==> config.mk <==
export PLATFORM = sky130hd
export DESIGN_NAME = fifo_rd_stream
export DESIGN_NICKNAME = d
export VERILOG_FILES = /design/src/rtl/fifo_pkg.sv /design/src/rtl/fifo_skid_buf.sv /design/src/rtl/fifo_rd_stream.sv
export SDC_FILE = /design/constraint.sdc
export NUM_CORES = 1
export LEC_CHECK = 0
export ABC_AREA = 0
export ABC_CLOCK_PERIOD_IN_PS = 2400
export CAP_MARGIN = 10
export CORE_ASPECT_RATIO = 1.4
export CORE_UTILIZATION = 48
export CTS_CLUSTER_SIZE = 20
export DETAILED_ROUTE_END_ITERATION = 10
export PLACE_DENSITY = 0.76
export SLEW_MARGIN = 20
export SYNTH_ARGS = -nofsm -noshare
export SYNTH_HDL_FRONTEND = slang
export SYNTH_SLANG_ARGS = --single-unit
==> constraint.sdc <==
create_clock -name i_clk -period 2.4 [get_ports i_clk]
set_input_delay 0.48 -clock i_clk [delete_from_list [all_inputs] [get_ports i_clk]]
set_output_delay 0.48 -clock i_clk [all_outputs]
set_load 0.02 [all_outputs]
==> src/rtl/fifo_pkg.sv <==
// Shared defaults, types and helpers for the FIFO read-side stream path.
package fifo_pkg;

   localparam int DWIDTH_DEF  = 8;
   localparam int PKT_LEN_DEF = 4;
   localparam int CNT_W_DEF   = 16;

   typedef logic [DWIDTH_DEF-1:0] fifo_word_t;
   typedef logic [1:0]            occ_t;

   // Words already owned by the stream side after this cycle's pop: buffered plus in flight.
   function automatic logic [2:0] credit_use(input occ_t occ, input logic inflight, input logic pop);
      return {1'b0, occ} + {2'b00, inflight} - {2'b00, pop};
   endfunction

endpackage

==> src/rtl/fifo_skid_buf.sv <==
// Two-entry register buffer: head feeds the stream, tail catches the word arriving behind it.
module fifo_skid_buf
   import fifo_pkg::*;
#(
   parameter int DWIDTH = DWIDTH_DEF
) (
   input  logic              i_clk,
   input  logic              i_rst,
   input  logic              i_push,
   input  logic              i_pop,
   input  logic [DWIDTH-1:0] i_data,
   output occ_t              o_occ,
   output logic [DWIDTH-1:0] o_head
);

   occ_t              r_occ;
   logic [DWIDTH-1:0] r_head;
   logic [DWIDTH-1:0] r_tail;
   logic              w_pop;

   assign w_pop  = i_pop && (r_occ != 2'd0);
   assign o_occ  = r_occ;
   assign o_head = r_head;

   // A push alongside a pop lands in whichever slot becomes the new tail of the queue.
   always_ff @(posedge i_clk or negedge i_rst) begin
      if (!i_rst) begin
         r_occ  <= 2'd0;
         r_head <= '0;
         r_tail <= '0;
      end else begin
         case ({i_push, w_pop})
            2'b10: begin
               if (r_occ == 2'd0) r_head <= i_data;
               else               r_tail <= i_data;
               r_occ <= r_occ + 2'd1;
            end
            2'b01: begin
               r_head <= r_tail;
               r_occ  <= r_occ - 2'd1;
            end
            2'b11: begin
               if (r_occ == 2'd2) begin
                  r_head <= r_tail;
                  r_tail <= i_data;
               end else begin
                  r_head <= i_data;
               end
            end
            default: ;
         endcase
      end
   end

endmodule

==> src/rtl/fifo_rd_stream.sv <==
// Drains a synchronous FIFO onto a valid/ready stream with packet framing and a word counter.
module fifo_rd_stream
   import fifo_pkg::*;
#(
   parameter int DWIDTH  = DWIDTH_DEF,
   parameter int PKT_LEN = PKT_LEN_DEF,
   parameter int CNT_W   = CNT_W_DEF
) (
   input  logic              i_clk,
   input  logic              i_rst,
   input  logic              i_enable,
   input  logic              i_fifo_empty,
   input  logic [DWIDTH-1:0] i_fifo_rdata,
   output logic              o_fifo_rd_en,
   output logic              o_m_valid,
   input  logic              i_m_ready,
   output logic [DWIDTH-1:0] o_m_data,
   output logic              o_m_last,
   output logic [CNT_W-1:0]  o_words_out
);

   localparam logic [15:0] LAST_BEAT = 16'(PKT_LEN - 1);

   occ_t             w_occ;
   logic             w_valid;
   logic             w_pop;
   logic             w_rd_en;
   logic [2:0]       w_credit;
   logic             r_inflight;
   logic [15:0]      r_beat;
   logic [CNT_W-1:0] r_words;

   fifo_skid_buf #(
      .DWIDTH (DWIDTH)
   ) u_skid (
      .i_clk  (i_clk),
      .i_rst  (i_rst),
      .i_push (r_inflight),
      .i_pop  (w_pop),
      .i_data (i_fifo_rdata),
      .o_occ  (w_occ),
      .o_head (o_m_data)
   );

   // A new read is only issued when the buffer is guaranteed a free slot when its data lands.
   always_comb begin
      w_valid  = (w_occ != 2'd0);
      w_pop    = w_valid && i_m_ready;
      w_credit = credit_use(w_occ, r_inflight, w_pop);
      w_rd_en  = i_rst && i_enable && !i_fifo_empty && (w_credit < 3'd2);
   end

   assign o_fifo_rd_en = w_rd_en;
   assign o_m_valid    = w_valid;
   assign o_m_last     = w_valid && (r_beat == LAST_BEAT);
   assign o_words_out  = r_words;

   always_ff @(posedge i_clk or negedge i_rst) begin
      if (!i_rst) begin
         r_inflight <= 1'b0;
         r_beat     <= '0;
         r_words    <= '0;
      end else begin
         r_inflight <= w_rd_en;
         if (w_pop) begin
            r_beat <= (r_beat == LAST_BEAT) ? 16'd0 : r_beat + 16'd1;
            if (r_words != {CNT_W{1'b1}}) r_words <= r_words + CNT_W'(1);
         end
      end
   end

endmodule

# Yosys cells after proc, flatten, opt, wreduce, memory -nomap -nowiden
# Cells that the tools add are included.
# W data, S select, Z words.
# classes
addsub	6
mul	0
div_mod_pow	0
magnitude_cmp	1
eq_ne	9
shifts	0
mux	8
n_bitwise	0
reduce_logical	15
# ops
op	n
$add A16 B1 Y16 const B	2
$mux W8	4
$pmux W8 S3	1
$eq A16 B2 Y1 const B	1
$mux W16	1
$ne A16 B16 Y1 const B	1
$pmux W8 S2	1
$eq A2 B2 Y1 const B	3
$logic_and A1 B1 Y1	6
$reduce_bool A2 Y1	3
$ne A2 B1 Y1 const B	2
$pmux W2 S2	1
$reduce_and A2 Y1	2
$add A2 B1 Y3	1
$lt A3 B2 Y1 const B	1
$reduce_and A3 Y1	1
$reduce_bool A3 Y1	1
$sub A3 B1 Y3	1
$add A2 B1 Y2 const B	1
$eq A2 B1 Y1 const B	1
$logic_not A2 Y1	1
$ne A2 B2 Y1 const B	1
$sub A2 B1 Y2 const B	1
$logic_not A1 Y1	1
# word_totals
register_bits	51
latch_bits	0
mem_bits_rw	0
romBits	0
in_bits	13
out_inout_bits	27
wordCells	45
mem_count	0

# Depth between registers and ports, before layout
# depth
word_depth	6
mapped_depth	10
depth_no_buf	7

# Modules after synthesis
# Synthesis repeated with hierarchy kept, for this count alone.
# hier_totals
hier_cells	229
hier_area_um2	2587.5
# modules_own_cells
module	n_inst	cells_each	area_per_inst_um2	seq_area_each_um2
fifo_rd_stream	1	146	1682.9	825.8
fifo_skid_buf	1	83	904.6	450.4

# Worst setup path before layout
# No wires, ideal clock.
# synth_path
path_kind	register to output
from	register u_skid.r_occ[1] (netlist: u_skid.o_occ[1])
to	output port o_fifo_rd_en
arrival_time_ns	2.347
required_ns	1.920
setup_slack_ns	-0.427
stages_incl_launch_ff	11
path_buffers	3
cell_sequence	dfrtp_1 > buf_2 > o21ai_1 > buf_6 > inv_2 > buf_4 > ha_1 > nand2b_1 > fa_1 > nand4b_1 > nor2_1
# synth_between
elab_chain_cells	5
word_cells_on_any_way	6
classes_between	add/sub (2); order compare (1); reduce/logical (3)
# synth_rtl
item	line	text
start: declaration	fifo_skid_buf.sv:16	occ_t r_occ;
start signal: assignment	fifo_skid_buf.sv:36	r_occ <= r_occ + 2'd1;
start signal: assignment	fifo_skid_buf.sv:40	r_occ <= r_occ - 2'd1;
$reduce_bool A2 Y1	fifo_rd_stream.sv:47	w_valid = (w_occ != 2'd0);
$logic_and A1 B1 Y1	fifo_rd_stream.sv:48	w_pop = w_valid && i_m_ready;
named net u_skid.i_pop	fifo_skid_buf.sv:10	input logic i_pop,
$sub A3 B1 Y3	fifo_pkg.sv:13	return {1'b0, occ} + {2'b00, inflight} - {2'b00, pop};
$lt A3 B2 Y1	fifo_rd_stream.sv:50	w_rd_en = i_rst && i_enable && !i_fifo_empty && (w_credit < 3'd2);
$logic_and A1 B1 Y1	fifo_rd_stream.sv:50	
end: declaration	fifo_rd_stream.sv:14	output logic o_fifo_rd_en,
# The timed path passes the listed nets, and every way through them passes these cells.

# Worst setup path in the final report
# layout_path
from	register u_skid.r_occ[1] (netlist: u_skid.o_occ[1])
to	output port o_fifo_rd_en
# layout_between
elab_chain_cells	5
word_cells_on_any_way	6
classes_between	add/sub (2); order compare (1); reduce/logical (3)
# layout_rtl
item	line
parallel branches: the longest is 2 deep, another holds $add A2 B1 Y3	n/a
$sub A3 B1 Y3 *	fifo_pkg.sv:13
$lt A3 B2 Y1 *	fifo_rd_stream.sv:50
$logic_and A1 B1 Y1 *	fifo_rd_stream.sv:50
# Mark *: on every way between the ends.

==> flow_results.org <==
** Status
- Result of the run :: complete, but fails checks
- The final reports fail on setup timing.

** Yosys
- Fraction of the mapped netlist area in simple logic gates :: 20.2%
- Number of enable-type register cells in the synthesized netlist :: 0
- Top cells by count, synth :: 51 x dfrtp_1, 27 x nand2_1, 16 x xor2_1
- Largest family of logic cells by synthesized area :: simple AND/OR/NAND/NOR gates
- Counting distinct cell types in the post-synthesis netlist gives 37.
- Post-synthesis adder-cell area fraction :: 3.80%
- In the post-synthesis netlist, the biggest area contributors are dfrtp_1 51%, xor2_1 5.6%, mux2_2 5.4%, xnor2_1 4.2%, nand2_1 4.0%.
- Top-area cell type share of the netlist area :: 51.0%
- After synthesis, flip-flops and latches occupy 51.0% of the total area.
- Of all cell types, the one taking the most synthesized area is dfrtp_1.
- Dominant register cell in the synthesized netlist :: dfrtp_1
- YS warnings :: 0
- Measured against the total synthesized area, the mux share comes to 5.85%.
- Average footprint of a synthesized cell :: 11.0 um^2
- Syn_nets :: 248
- The synthesized netlist devotes 6.25% of its cell area to compound gates.
- dfrtp_1 is the most common cell in the netlist.
- Xor/xnor share of the synthesized area :: 9.80%
- Count of mapped cells out of synthesis :: 228
- Counting flops with an async set or reset pin after synthesis yields a share of 100%.
- Total of flip-flops plus latches after synthesis :: 51
- Post-Syn Area :: 2500 um^2

** STA
- PnR worst setup slack :: -0.220 ns
- The worst pin sits at a relative slew slack of 58.4%.
- Setup violations remaining at the end of the flow were counted as 1.
- Crit path time final :: 2.62 ns
- The worst path uses 109% of the clock period.
- The number of endpoints with negative hold slack in the final report came to 0.
- The clock arrives with 0.0106 ns of skew.
- At the pin with the least slew margin, the transition time is 0.624 ns.
- Hold timing on the final database bottoms out at a slack of 0.328 ns.
- Static timing analysis puts the maximum clock frequency at 0.382 GHz.
- Adding up every negative setup slack in the final design gives -0.220 ns.
- Setup repair after global routing could not meet its margin everywhere.
- Final Max Tran Viols :: 0

** Finish
- Net total in the final layout :: 308
- Layout cell share with drive strength beyond 1 :: 19.1%
- The area growth from synthesis to layout is 28.6%.
- The layout has 384 filler cells.
- Finished Cell Area :: 3220 um^2
- The repair_antennas step left the layout with diodes totalling 0.
- At the end of the flow the core is filled with cells to 65.5%.

** Placement
- After detailed placement, the total cell area comes to 3100 um^2.
- Prior to clock tree synthesis, the placed netlist has a worst setup slack of -0.883 ns.
- Once detailed placement completed, the half-perimeter wirelength came to 3.52 mm.
- Placer's final routability congestion estimate :: 0.834
- The count of buffers added on input and output ports is 39.

** Detailed routing
- Routed wire length :: 4.78 mm
- The count of nets left with antenna violations once routing finished came out at 0.
- Per-cell routed wire length :: 13.6 um
- DRC errors left :: 0
- The first detailed-routing pass took 4 iterations.
- Number of violations reported at the end of detailed-routing iteration 0 :: 97
- In the routed layout, each cell is associated on average with a via count of 5.34.
- The routed layout has 1881 vias.

** Power
- The analysis attributes to cell leakage a power of 0.00145 uW.
- The worst-case IR drop observed on VDD is 0.572 mV.
- Power spread over the standard cell area amounts to 980 nW/um^2.

** Flow run
- Number of maximum-capacitance constraint violations :: 0

** Clock tree
- Number of buffers between clock root and the deepest sink :: 2
- The H-tree was split into 2 levels.
- Worst skew pair latency :: 0.30 ns
- TritonCTS clock tree :: yes
- TritonCTS created 5 clock buffers.
- Sink Count :: 51
- The cell sitting at the root of the clock tree is a clkbuf_8.
- Clock-pin transition on the worst setup and hold timing paths :: 0.09 ns

** Floorplanning
- Die Area :: 5510 um^2
- Pin placement for this block handled 40 I/O pins.
- The region available for standard cell placement spans 4920 um^2.
- Measured along the y axis, the die boundary spans 87.5 um.
- Row generation in the floorplan step produced 30 rows.
- The die is 63.0 um wide.
- Effective utilization at floorplan :: 50.9%

** Global route
- Global-route usage over all layers :: 18.7%
- Via count of the first global-routing pass :: 1769
- For this run the aggregate overflow at the end of global routing stands at 0.
- The first global-routing pass estimated 8.06 mm of wire.
- Initial antenna violation count :: 0
- Largest net degree at the start of global routing :: 52

** Worst setup path
- Walking the worst path, the cells encountered are o21ai_2 > inv_4 > ha_4 > nand2b_4 > fa_1 > nand4b_1 > nor2_4 > buf_6.
- Category of the worst setup path launch point :: register
- The number of buffers and inverters on the critical path is 2.
- Startpoint of the lowest-slack register-to-register path :: u_skid.o_occ[1]
- Worst reg2reg setup slack :: 0.24 ns
- Data arrives at the worst endpoint at 2.14 ns.
- The kind of cell with the highest combined delay along the critical path is adder cells.
- Largest fanout of any net on the critical path :: 2
- Required @ worst endpoint :: 1.92 ns
- Maximum cell stage delay along the critical path :: 0.47 ns
- Launching element of the worst setup path :: u_skid.o_occ[1]
- CP endpoint kind :: primary output
- For this design, the slowest cell found on the critical path is fa_1.
- Classification of the worst setup path :: register to primary output

** Min path
- The worst hold path belongs to the class primary input to asynchronous set/reset pin.
-- kinds of logic (layout without fill, tap and decap cells) --
| family | Yosys count | count (layout) |
|---|---|---|
| mux | 13 | 13 |
| fa+ha+maj | 7 | 7 |
| xor+xnor | 28 | 28 |
| compound gates | 24 | 24 |
| buf+inv | 16 | 76 |
| simple gates | 89 | 89 |
| flops | 51 | 51 |
-- registers in the layout, summed over array words and instances (netlist names) --
signal,cells
o_words_out,16
r_inflight,1
u_skid.r_tail,8
u_skid.o_head,8
r_beat,16
u_skid.o_occ,2
-- routing by layer --
layer,wire [um],vias to the layer above,track usage (%)
met5,0,-,0
met4,87,0,7.82
met3,134,9,2.88
met2,2350,40,31.0
met1,2210,910,24.3
li1,-,922,-
-- path summary, 6_finish.rpt --
check                                        end  cells after the start
worst max-delay path                o_fifo_rd_en                      8
worst max register to register  u_skid.o_head[2]                     11
worst min-delay path              o_words_out[0]                      2
min in group i_clk                    r_beat[15]                      1
max in group asynchronous             r_beat[11]                      2
worst min register to register        r_beat[15]                      1
-- report_power, final --
group	leakage [uW]	total (uW)	internal [uW]	switching, uW
registers	0.000655	1310	1100	207
clock network	0.0000502	580	305	275
logic	0.000746	1270	641	625
-- repair_timing --
item                                    CTS  global route
hold buffers                              0             0
endpoints found under the setup margin    2             2
resized for setup                         9             1
pin swaps                                 4             2
setup buffers                             2             0
endpoints found under the hold margin     0             0
cloned                                    0             0
-- placed cells by master, fill, tap and decap left out, drive strengths merged, types with 5 or more instances in the layout --
cell type      netlist  layout
clkbuf               1       5
nand3               10      10
clkdlybuf4s50        0      35
buf                  5      22
nor4                 6       6
inv                 10      10
xor2                16      16
xnor2               12      12
nand4               12      12
nor3                 7       7
nor2                14      14
a22oi                8       8
o21ai               11      11
ha                   6       6
nand2               27      27
dfrtp               51      51
mux2                13      13
-- stage by stage --
stage,total power [uW],std cells
finish,3160,352
global route,3360,352
CTS,3180,352
detailed placement,2590,343
global placement,2550,343
floorplan,2090,228
-- layout make-up --
class	count	area [um^2]	area share [%]
clock buffer	5	68.8	2.14
clock inverter	2	37.5	1.17
inverter	10	40.0	1.24
multi-input combinational	161	1180	36.7
sequential	51	1280	39.6
tap	64	80.1	2.49
timing repair buffer	59	536	16.6
No activity file was read; power rests on OpenSTA's default activity.
